[config.mk]
export PLATFORM = sky130hd
export DESIGN_NAME = cordic_quad_restore
export DESIGN_NICKNAME = d
export VERILOG_FILES = /design/src/rtl/cordic_quad_restore.sv
export SDC_FILE = /design/constraint.sdc
export NUM_CORES = 1
export LEC_CHECK = 0
export BUFFER_PORTS_ARGS = -buffer_cell sky130_fd_sc_hd__buf_2
export CAP_MARGIN = 20
export CORE_UTILIZATION = 35
export DETAILED_ROUTE_END_ITERATION = 10
export PLACE_DENSITY_LB_ADDON = 0.2
export SYNTH_ARGS = -nofsm -noshare
export SYNTH_HDL_FRONTEND = slang
export SYNTH_SLANG_ARGS = --single-unit
[constraint.sdc]
create_clock -name clk -period 7.23 [get_ports clk]
set_clock_uncertainty 0.2 [all_clocks]
set_input_delay 0.3615 -clock clk [delete_from_list [all_inputs] [get_ports clk]]
set_output_delay 0.3615 -clock clk [all_outputs]
set_load 0.1 [all_outputs]
[src/rtl/cordic_quad_restore.sv]
// Restores the full-circle angle of a vectoring-mode CORDIC result from the
// quadrant code captured when the sample entered the CORDIC pipeline.
module cordic_quad_restore #(
  parameter int ANGLE_W = 16,
  parameter int DEPTH   = 16,
  parameter int CNT_W   = 5
) (
  input  logic                      clk,
  input  logic                      reset,
  input  logic                      in_valid,
  input  logic                      x_in_MSB,
  input  logic                      y_in_MSB,
  input  logic                      res_valid,
  input  logic signed [ANGLE_W-1:0] theta_in,
  input  logic signed [ANGLE_W-1:0] mag_in,
  output logic                      out_valid,
  output logic signed [ANGLE_W-1:0] angle_out,
  output logic signed [ANGLE_W-1:0] mag_out,
  output logic [1:0]                quad_out,
  output logic [CNT_W-1:0]          fifo_count,
  output logic                      ovf_err,
  output logic                      unf_err
);

  localparam int PTR_W = (DEPTH > 1) ? $clog2(DEPTH) : 1;
  localparam logic [CNT_W-1:0] FULL_CNT = CNT_W'(DEPTH);
  localparam logic signed [ANGLE_W-1:0] PI_ANG = {1'b1, {(ANGLE_W-1){1'b0}}};

  // Maps a first-quadrant angle back into the quadrant the front end folded
  // it out of. Wraps modulo 2^ANGLE_W, so theta=0 in quadrant 2 lands on -pi.
  function automatic logic signed [ANGLE_W-1:0] quad_correct(
    input logic [1:0]                q,
    input logic signed [ANGLE_W-1:0] th
  );
    logic signed [ANGLE_W-1:0] r;
    case (q)
      2'b00:   r = th;
      2'b01:   r = PI_ANG - th;
      2'b11:   r = th - PI_ANG;
      default: r = -th;
    endcase
    return r;
  endfunction

  logic [1:0]                code_mem [DEPTH];
  logic [PTR_W-1:0]          wr_ptr;
  logic [PTR_W-1:0]          rd_ptr;
  logic [CNT_W-1:0]          count;

  logic                      empty;
  logic                      full;
  logic                      bypass;
  logic                      do_write;
  logic                      do_read;
  logic                      set_ovf;
  logic                      set_unf;
  logic [1:0]                push_code;

  logic                      vld_p0;
  logic [1:0]                q_p0;
  logic signed [ANGLE_W-1:0] angle_p0;

  logic                      vld_p1;
  logic [1:0]                quad_p1;
  logic signed [ANGLE_W-1:0] angle_p1;
  logic signed [ANGLE_W-1:0] mag_p1;

  // Stage p0: FIFO control, code selection and quadrant correction
  always_comb begin
    push_code = {y_in_MSB, x_in_MSB};
    empty     = (count == '0);
    full      = (count == FULL_CNT);
    // An empty FIFO with a simultaneous push hands the new code straight through.
    bypass    = in_valid & res_valid & empty;
    do_read   = res_valid & ~empty;
    do_write  = in_valid & ~bypass & (~full | res_valid);
    set_ovf   = in_valid & ~res_valid & full;
    set_unf   = res_valid & ~in_valid & empty;
    vld_p0    = res_valid;
    q_p0      = 2'b00;
    if (bypass) begin
      q_p0 = push_code;
    end else if (do_read) begin
      q_p0 = code_mem[rd_ptr];
    end
    angle_p0 = quad_correct(q_p0, theta_in);
  end

  // Storage is data only; occupancy tracking keeps stale entries unreachable.
  always_ff @(posedge clk) begin
    if (do_write) begin
      code_mem[wr_ptr] <= push_code;
    end
  end

  always_ff @(posedge clk or posedge reset) begin
    if (reset) begin
      wr_ptr  <= '0;
      rd_ptr  <= '0;
      count   <= '0;
      ovf_err <= 1'b0;
      unf_err <= 1'b0;
    end else begin
      if (do_write) begin
        wr_ptr <= wr_ptr + 1'b1;
      end
      if (do_read) begin
        rd_ptr <= rd_ptr + 1'b1;
      end
      case ({do_write, do_read})
        2'b10:   count <= count + 1'b1;
        2'b01:   count <= count - 1'b1;
        default: count <= count;
      endcase
      if (set_ovf) begin
        ovf_err <= 1'b1;
      end
      if (set_unf) begin
        unf_err <= 1'b1;
      end
    end
  end

  // Stage p1: registered result; data holds between results
  always_ff @(posedge clk or posedge reset) begin
    if (reset) begin
      vld_p1   <= 1'b0;
      quad_p1  <= 2'b00;
      angle_p1 <= '0;
      mag_p1   <= '0;
    end else begin
      vld_p1 <= vld_p0;
      if (vld_p0) begin
        quad_p1  <= q_p0;
        angle_p1 <= angle_p0;
        mag_p1   <= mag_in;
      end
    end
  end

  assign out_valid  = vld_p1;
  assign angle_out  = angle_p1;
  assign mag_out    = mag_p1;
  assign quad_out   = quad_p1;
  assign fifo_count = count;

endmodule

# Yosys cells after proc, flatten, opt, wreduce, memory -nomap -nowiden

Memory sizes are Yosys's and may differ from the RTL's.
Index checks and enable logic that the tools add are counted.

Output and inout bits: 42
Register bits after elaboration: 50
Logic and storage cells: 46
Input bits: 38
Memories: 1
RAM bits: 32

Memories:

| memory   | words | bits a word | read ports | clocked after memory_dff | wr ports | RTL line | source |
|---|---|---|---|---|---|---|---|
| code_mem | 16    | 2           | 1          | 0                        | 1        | 45       | `logic [1:0] code_mem [DEPTH];` |

Multiplexer cells: 6
Equal/unequal tests: 5
Add/sub/neg operators: 7
Reductions and logical operators: 3
Bitwise gates (word level): 15

Operators with widths:

| kind                                              | number |
|---|---|
| one-hot mux 16 bit (3 select lines)               | 1 |
| negation 16 bit                                   | 1 |
| subtractor 16 bit (first input constant)          | 1 |
| subtractor 16 bit (second input constant)         | 1 |
| one-hot mux 5 bit (2 select lines)                | 1 |
| bitwise AND 1 bit                                 | 9 |
| adder 4 x 1 -> 4 bit (second input constant)      | 2 |
| adder 5 x 1 -> 5 bit (second input constant)      | 1 |
| == test 5 bit (second input constant)             | 1 |
| logical NOT 5 bit                                 | 1 |
| NOT 1 bit                                         | 5 |
| subtractor 5 x 1 -> 5 bit (second input constant) | 1 |
| == test 2 x 1 -> 1 bit (second input constant)    | 2 |
| == test 2 bit (second input constant)             | 2 |
| 2-to-1 mux 2 bit                                  | 2 |
| logical NOT 2 bit                                 | 1 |
| 2-to-1 mux 1 bit                                  | 2 |
| nonzero test 2 bit                                | 1 |
| OR 1 bit                                          | 1 |

# Longest topological paths before layout

Gate-level depths: netlist (run 1).

Depth in word-level cells: 7
Gate-level depth with buffers: 14
Mapped depth without buffers: 12

# Least setup slack after synthesis (run 1)

OpenSTA, ideal clock, no wires.

Path type: reg-to-reg
Start point: register count[1] (netlist: fifo_count[1])
End point: register count[4] (netlist: fifo_count[4])
Stages on the path, launching flop included: 12
Setup time: 0.081 ns
Arrival time: 3.359 ns
Path slack: 3.590 ns
Path buffers: 2
Data required time: 6.949 ns
Clock period less this slack: 3.640 ns
Path through: dfrtp_1 > buf_2 > or4_1 > o21a_1 > inv_1 > ha_1 > clkbuf_1 > or4b_2 > o22ai_1 > nor2_1 > nor2_1 > xnor2_1

Longest elaborated chain between the ends: 7
Elaborated cells between the ends (all ways): 16
Classes of those cells: add/sub: 2; eq/ne: 3; mux: 1; bitwise: 8; reduce/logical: 2

RTL lines:

| element                                                                  | RTL line | source |
|---|---|---|
| start: declaration                                                       | 48       | `logic [CNT_W-1:0] count;` |
| start signal: assignment                                                 | 111      | `2'b10: count <= count + 1'b1;` |
| start signal: assignment                                                 | 112      | `2'b01: count <= count - 1'b1;` |
| start signal: assignment                                                 | 113      | `default: count <= count;` |
| logical NOT 5 bit                                                        | 71       | `empty = (count == '0);` |
| bitwise AND 1 bit                                                        | 74       | `bypass = in_valid & res_valid & empty;` |
| NOT 1 bit                                                                | 76       | `do_write = in_valid & ~bypass & (~full \| res_valid);` |
| bitwise AND 1 bit (2 in a row)                                           | 76       |  |
| == test 2 x 1 -> 1 bit or == test 2 bit (tied branches)                  | 110      | `case ({do_write, do_read})` |
| one-hot mux 5 bit (2 select lines) or nonzero test 2 bit (tied branches) | -        |  |

Several ways; a longest one is shown, not always the timed one.
A chain may end at the register's enable or synchronous reset.

# Worst setup path in the final report (run 1)

Start point: register rd_ptr[0]
End point: register angle_p1[14] (netlist: angle_out[14])

Longest elaborated chain between the ends: 5
Elaborated cells between the ends (all ways): 7
Classes of those cells: eq/ne: 2; mux: 3; reduce/logical: 1; memory: 1

RTL lines:

| element                               | RTL line | source |
|---|---|---|
| start: declaration                    | 47       | `logic [PTR_W-1:0] rd_ptr;` |
| start signal: assignment              | 108      | `rd_ptr <= rd_ptr + 1'b1;` |
| memory (16 x 2 bit) *                 | -        |  |
| 2-to-1 mux 2 bit *                    | 83       | `end else if (do_read) begin` |
| 2-to-1 mux 2 bit *                    | 81       | `if (bypass) begin` |
| == test 2 bit (tied with other cells) | 36       | `case (q)` |
| one-hot mux 16 bit (3 select lines) * | 36       |  |
| end signal: assignment                | 135      | `angle_p1 <= angle_p0;` |
| end: declaration                      | 65       | `logic signed [ANGLE_W-1:0] angle_p1;` |

Every way passes the cells marked *; elsewhere a longest branch is shown, timed or not.

==> metrics.md, run 1 <==
| Metric | Value |
|---|---|
| Status | `complete, no violations` |
| Final ANT Viol Nets | `0` |
| Hold Crit Class | `primary input to flop` |
| Nets | `452` |
| Io pins | `80` |
| Detailed placement HPWL | `5580 um` |
| Largest net degree at the start of global routing | `58` |
| Critical path's slowest cell | `dfrtp_1` |
| Largest delay contributor family on the critical path | `flip-flops` |
| Period minus WS final | `3.37 ns` |
| H-Tree Depth | `3` |
| Synth warn | `0` |
| Final setup viols | `0` |
| Reg-to-Reg Start | `rd_ptr[0]` |
| Total GRT Usage | `0.147` |
| Worst skew pair latency | `0.37 ns` |
| Die area | `11500 um2` |
| Routed WL | `7920 um` |
| CP endpoint kind | `flop` |
| Bufs and invs on worst path | `0` |
| GRT Residual Overflow | `0` |
| Port Buffer Count | `79` |
| Fin. Hold Viols | `0` |
| Synthesized area per cell | `11.9 um2` |
| Crit-path max FO | `27` |
| Worst path max stage delay | `0.98 ns` |
| Die height | `107 um` |
| RSZ-0062 raised after global routing | `false` |
| Initial antenna violation count | `0` |
| Root buf cell | `clkbuf_8` |
| Clk sinks | `82` |
| DR pass1 iterations | `4` |
| FF-to-FF setup slack | `3.86 ns` |
| Seq cells post-synth | `82` |
| Relative slew slack | `0.356` |
| Post-Syn Nets | `373` |
| Worst path cell trace | `mux2i_1 -> a22oi_1 -> nand3_1 -> o211a_2 -> xnor2_2 -> nor4_1 -> a311o_1` |
| Mapped Area | `3870 um2` |
| Wirelength per Cell | `14.4 um` |
| Critical path class | `flop to flop` |
| Core Region | `10800 um2` |
| Required time of the critical path | `7.27 ns` |
| CTS tree | `built` |
| Vias in the first global route | `2553` |
| DRT iter0 DRCs | `116` |
| Worst Hold Launch | `mag_in[15]` |
| Share of post-route cells with drive strength above 1 | `0.310` |
| Initial Util | `0.359` |
| Num CTS Buffers | `9` |
| Cells after Synth | `326` |
| First-pass GRT wire length | `12900 um` |
| FILL cells | `1035` |
| Startpoint Class | `flop` |
| Post-synth cell types | `45` |
| Clk slew on worst S/H paths | `0.08 ns` |
| Drt drc | `0` |
| Slew Limit Fails | `0` |
| Diode count | `0` |
| Row Count | `38` |
| RePlAce Congestion | `0.751` |
| DR vias | `2740` |
| Critical path launch point | `rd_ptr[0]` |
| Synthesis-to-layout area growth | `18.7%` |
| Seq/Total Area, Yosys | `0.571` |
| Tcrit/Tclk final | `0.466` |
| Least-Margin Pin Slew | `0.962 ns` |
| FMAX | `0.297 GHz` |
| Crit path DAT | `3.41 ns` |
| CTS max path bufs | `2` |
| Routed vias/inst | `4.98` |
| Die width | `107 um` |
| Max_cap viols | `0` |
| TNS Setup | `0 ns` |
## sequential cells by signal, indices dropped and copies added, names as in the netlist, 2 cells and up
register,cells
code_mem,32
angle_out,16
mag_out,16
fifo_count,5
rd_ptr,4
wr_ptr,4
quad_out,2
## layout by cell type, fill, tap and decap left out, types with 2 or more instances in the layout
cell type	Yosys	final
nor2b_1	3	3
buf_2	3	79
xnor2_1	9	9
nor3_1	9	9
o21ai_0	16	16
clkinv_2	0	4
ha_1	9	9
xor2_1	5	5
a22oi_1	4	4
nor4_1	3	3
a311o_1	3	3
nand4_1	6	6
nor2_1	21	21
a31oi_1	10	10
o21ai_1	2	2
mux2i_1	18	18
dfrtp_1	50	50
edfxtp_1	32	32
mux2_2	19	19
inv_1	13	12
nand2_1	15	15
nor3b_1	2	2
and2_1	16	16
a211oi_1	2	2
clkbuf_8	0	11
or4_4	2	2
or3_1	13	13
nand3_1	8	8
a21oi_1	6	6
o211a_2	2	2
## synthesized netlist by cell type, drive strengths merged
cell type	instances	area (um2)
clkbuf	7	26.3
buf	7	37.5
a21oi	7	38.8
nor2b	3	18.8
or4	3	30.0
inv	13	48.8
ha	9	113
a21o	1	7.51
xnor2	10	95.1
nor3b	2	15.0
nor4	4	31.3
nand3	8	40.0
o22ai	1	6.26
edfxtp	32	961
mux2i	18	180
o211a	2	20.0
mux2	19	214
and2	16	100
or3	14	92.6
nand2b	1	6.26
a31oi	10	62.6
or4b	1	10.0
nor2	21	78.8
dfrtp	50	1250
a211oi	2	15.0
and3	1	6.26
a41o	1	10.0
nand4	6	37.5
o21ai	18	90.1
nand2	15	56.3
a311o	3	30.0
xor2	5	43.8
nor3	10	55.1
o21bai	1	7.51
o21a	1	7.51
a22oi	4	30.0
## per-layer routing
layer | vias up | track usage | part of all wire | wire length [um]
met5 | - | 0 | 0 | 0
met4 | 0 | 0.0616 | 0.019 | 148
met3 | 12 | 0.0328 | 0.031 | 249
met2 | 43 | 0.223 | 0.46 | 3660
met1 | 1338 | 0.201 | 0.49 | 3860
li1 | 1347 | - | - | -
## stage by stage
step	instances	hold slack (ns)	util	cell area [um2]	worst slack (ns)
4_1_cts	548	0.0125	0.423	4570	3.85
6_report	550	0.0317	0.426	4600	3.86
2_1_floorplan	326	0.193	-	3870	3.59
3_5_place_dp	532	0.260	0.407	4390	3.66
3_3_place_gp	532	0.264	0.407	4390	3.79
5_1_grt	550	0.0189	0.426	4600	3.54
## what timing repair did
| item | in CTS | in global routing |
|---|---|---|
| hold endpoints to repair | 0 | 9 |
| gates resized for setup | 0 | 0 |
| setup endpoints to repair | 0 | 0 |
| buffers inserted | 0 | 0 |
| hold buffers | 0 | 1 |
## logic make-up after synthesis
group           Yosys count  synth area share
mux                      37             0.102
compound gates           51            0.0840
xor+xnor                 15            0.0359
flops                    82             0.571
buf+inv                  27            0.0291
simple gates            105             0.149
fa+ha+maj                 9            0.0291
## worst register-to-register path, cell delays in order, from the launching register on
cell,delay [ns]
dfrtp_1,0.98
mux2i_1,0.19
a22oi_1,0.22
nand3_1,0.14
o211a_2,0.29
xnor2_2,0.77
nor4_1,0.10
a311o_1,0.36
## final timing paths
path,endpoint,cells past startpoint
worst max register to register,angle_out[14],7
max in group asynchronous,angle_out[3],4
worst min register to register,ovf_err,1
worst min-delay path,mag_out[15],2
worst max-delay path,angle_out[14],7
min in group asynchronous,mag_out[2],3
## cell type report
class	count	area (um2)	area share
well taps	140	175	0.0381
clock inverters	5	28.8	0.00626
inverters	13	48.8	0.0106
flip-flops and latches	82	2210	0.481
repair buffers	82	433	0.0941
multi-input cells	217	1550	0.337
clock buffers	11	151	0.0329
Power of run 1 is left out: the tool's default activity adds up to more than one toggle a clock period on the data nets, which glitch-free logic cannot reach.
==> run 2, diff against run 1 <==
clock period = 2.9 ns   (was 7.23 ns; I/O delays follow)
==> run 2 against run 1 <==
Against the previous run:
- worst setup slack worse by 3.8 ns
- utilization is 4.3 points higher
- wire length increased by 6.6%
- die area is the same
- count of clock-buffer cells in the layout down 2
- flip-flop and latch count did not move
- critical path depth is 2 higher
- via count is 4.9% higher
==> metrics.md, run 2 (synthesis gave the netlist of run 1 again) <==
| Metric | Value |
|---|---|
| Startpoint Class | `primary input` |
| Synthesis-to-layout area growth | `30.6%` |
| Initial Util | `0.359` |
| Post-CTS Setup Bufs | `0` |
| Row Count | `38` |
| Final setup viols | `0` |
| Cell area after layout | `5060 um2` |
| Reg2Reg Depth | `12` |
| Worst skew pair latency | `0.37 ns` |
| Status | `complete, no violations` |
| CTS max path bufs | `2` |
| Routed vias/inst | `4.86` |
| Least-Margin Pin Slew | `0.569 ns` |
| Most flops, register | `code_mem` |
| Required time of the critical path | `2.93 ns` |
| CP endpoint kind | `flop` |
| Reg2reg end | `fifo_count[4]` |
| Crit. path cell count | `9` |
| Power per Cell Area | `1130 nW/um2` |
| Port Buffer Count | `79` |
| Critical path class | `primary input to flop` |
| Number of flip-flops in the largest register | `32` |
| Core Region | `10800 um2` |
| RSZ-0062 raised after global routing | `true` |
| Wirelength per Cell | `14.3 um` |
| Relative slew slack | `0.621` |
| DR pass1 iterations | `4` |
| First-pass GRT wire length | `13900 um` |
| Dpl cells | `539` |
| H-Tree Depth | `3` |
| Most frequent cells in the layout | `buf_2, dfrtp_1, dlygate4sd3_1` |
| Drt drc | `0` |
| GRT Residual Overflow | `0` |
| Critical path's slowest cell | `or4_4` |
| DR vias | `2875` |
| Critical path launch point | `theta_in[3]` |
| Crit-path max FO | `6` |
| Worst path max stage delay | `0.56 ns` |
| Most common cell after layout, fill and taps aside | `buf_2` |
| Clk sinks | `82` |
| Diode count | `0` |
| Vias in the first global route | `2841` |
| Num CTS Buffers | `9` |
| RePlAce Congestion | `0.719` |
| DP Worst Slack | `0.120 ns` |
| Period minus WS final | `2.88 ns` |
| Share of post-route cells with drive strength above 1 | `0.317` |
| Slew Limit Fails | `0` |
| Largest net degree at the start of global routing | `56` |
| Tcrit/Tclk final | `0.992` |
| Die area | `11500 um2` |
| Worst path cell trace | `dlygate4sd3_1 -> buf_4 -> or4_4 -> or3_4 -> or4_4 -> nor3_4 -> mux2i_1 -> xnor2_1 -> a21oi_1` |
| Routed WL | `8440 um` |
| Dpl cell area | `4480 um2` |
| P_leak | `2.12 nW` |
| Fin. Hold Viols | `0` |
| Hold Crit Class | `primary input to flop` |
| Total GRT Usage | `0.158` |
| CTS tree | `built` |
| DRT iter0 DRCs | `107` |
| FF-to-FF setup slack | `0.17 ns` |
| Bufs and invs on worst path | `2` |
| Reg-to-Reg Start | `fifo_count[0]` |
| Setup crit end | `angle_out[15]` |
| Detailed placement HPWL | `5680 um` |
| Largest delay contributor family on the critical path | `simple AND/OR/NAND/NOR gates` |
| Io pins | `80` |
| Final ANT Viol Nets | `0` |
| Clk slew on worst S/H paths | `0.09 ns` |
| Nets | `493` |
| Die height | `107 um` |
| FMAX | `0.348 GHz` |
| Crit path DAT | `2.91 ns` |
| Die width | `107 um` |
| VDD IR max | `0.942 mV` |
| Final Instance Count excl. Fillers | `591` |
| Setup ws final | `0.0237 ns` |
| Most frequent CP cell | `or4_4` |
| Initial antenna violation count | `0` |
| Max_cap viols | `0` |
| Root buf cell | `clkbuf_8` |
-- run 2: cell count changes in the layout (fill, tap and decap cells not counted), moves of 2 or more --
cell,before,now
buf_4,1,8
inv_4,0,2
ha_1,9,7
dlygate4sd3_1,1,36
dfrtp_1,50,45
dfrtp_2,0,5
clkbuf_8,11,9
-- run 2: cell type report --
cell class              instances  area [um2]
fillers                       996        5740
repair buffers                123         831
clock inverters                 7        66.3
clock buffers                   9         124
inverters                      13        48.8
flip-flops and latches         82        2220
well taps                     140         175
multi-input cells             217        1590
-- run 2: repair_timing --
item | in CTS | in global routing
endpoints found under the setup margin | 0 | 5
gates resized for setup | 0 | 4
hold buffers | 36 | 0
endpoints found under the hold margin | 89 | 0
-- run 2: routing by layer --
layer  wire length [um]  global-route usage  vias to the layer above
li1                   -                   -                     1424
met4                215              0.0832                        0
met2               4160               0.261                       44
met3                215              0.0286                       17
met1               3850               0.195                     1390
met5                  0                   0                        -
-- run 2: worst min-delay path, cell delays in order --
cell and delay [ns]:
buf_2 0.11, inv_1 0.12, a41o_1 0.20
-- run 2: stage by stage --
stage / hold WS, ns / utilization / total power [mW] / setup TNS, ns
detailed placement: 0.0170 / 0.415 / 4.88 / 0
global route: 0.0675 / 0.469 / 6.04 / -0.0683
finish: 0.0373 / 0.469 / 5.71 / 0
global placement: 0.0155 / 0.415 / 4.85 / 0
CTS: 0.0303 / 0.466 / 5.74 / 0
floorplan: -0.0236 / - / 4.29 / -0.162
-- run 2: worst min path at each step --
stage,start,end,slack (ns),cells after the start
2_1_floorplan,res_valid,out_valid,-0.02,0
3_3_place_gp,reset,wr_ptr[2],0.02,2
3_5_place_dp,reset,wr_ptr[2],0.02,2
4_1_cts,res_valid,ovf_err,0.03,3
5_1_grt,res_valid,ovf_err,0.07,3
6_report,res_valid,ovf_err,0.04,3
-- run 2: where the power goes --
part | switching [mW] | total, mW | internal (mW)
registers | 0.205 | 1.72 | 1.51
logic | 2.33 | 3.17 | 0.838
clock network | 0.426 | 0.823 | 0.397
total | 2.96 | 5.71 | 2.75
Note: power is estimated with default switching activity, not from simulation.
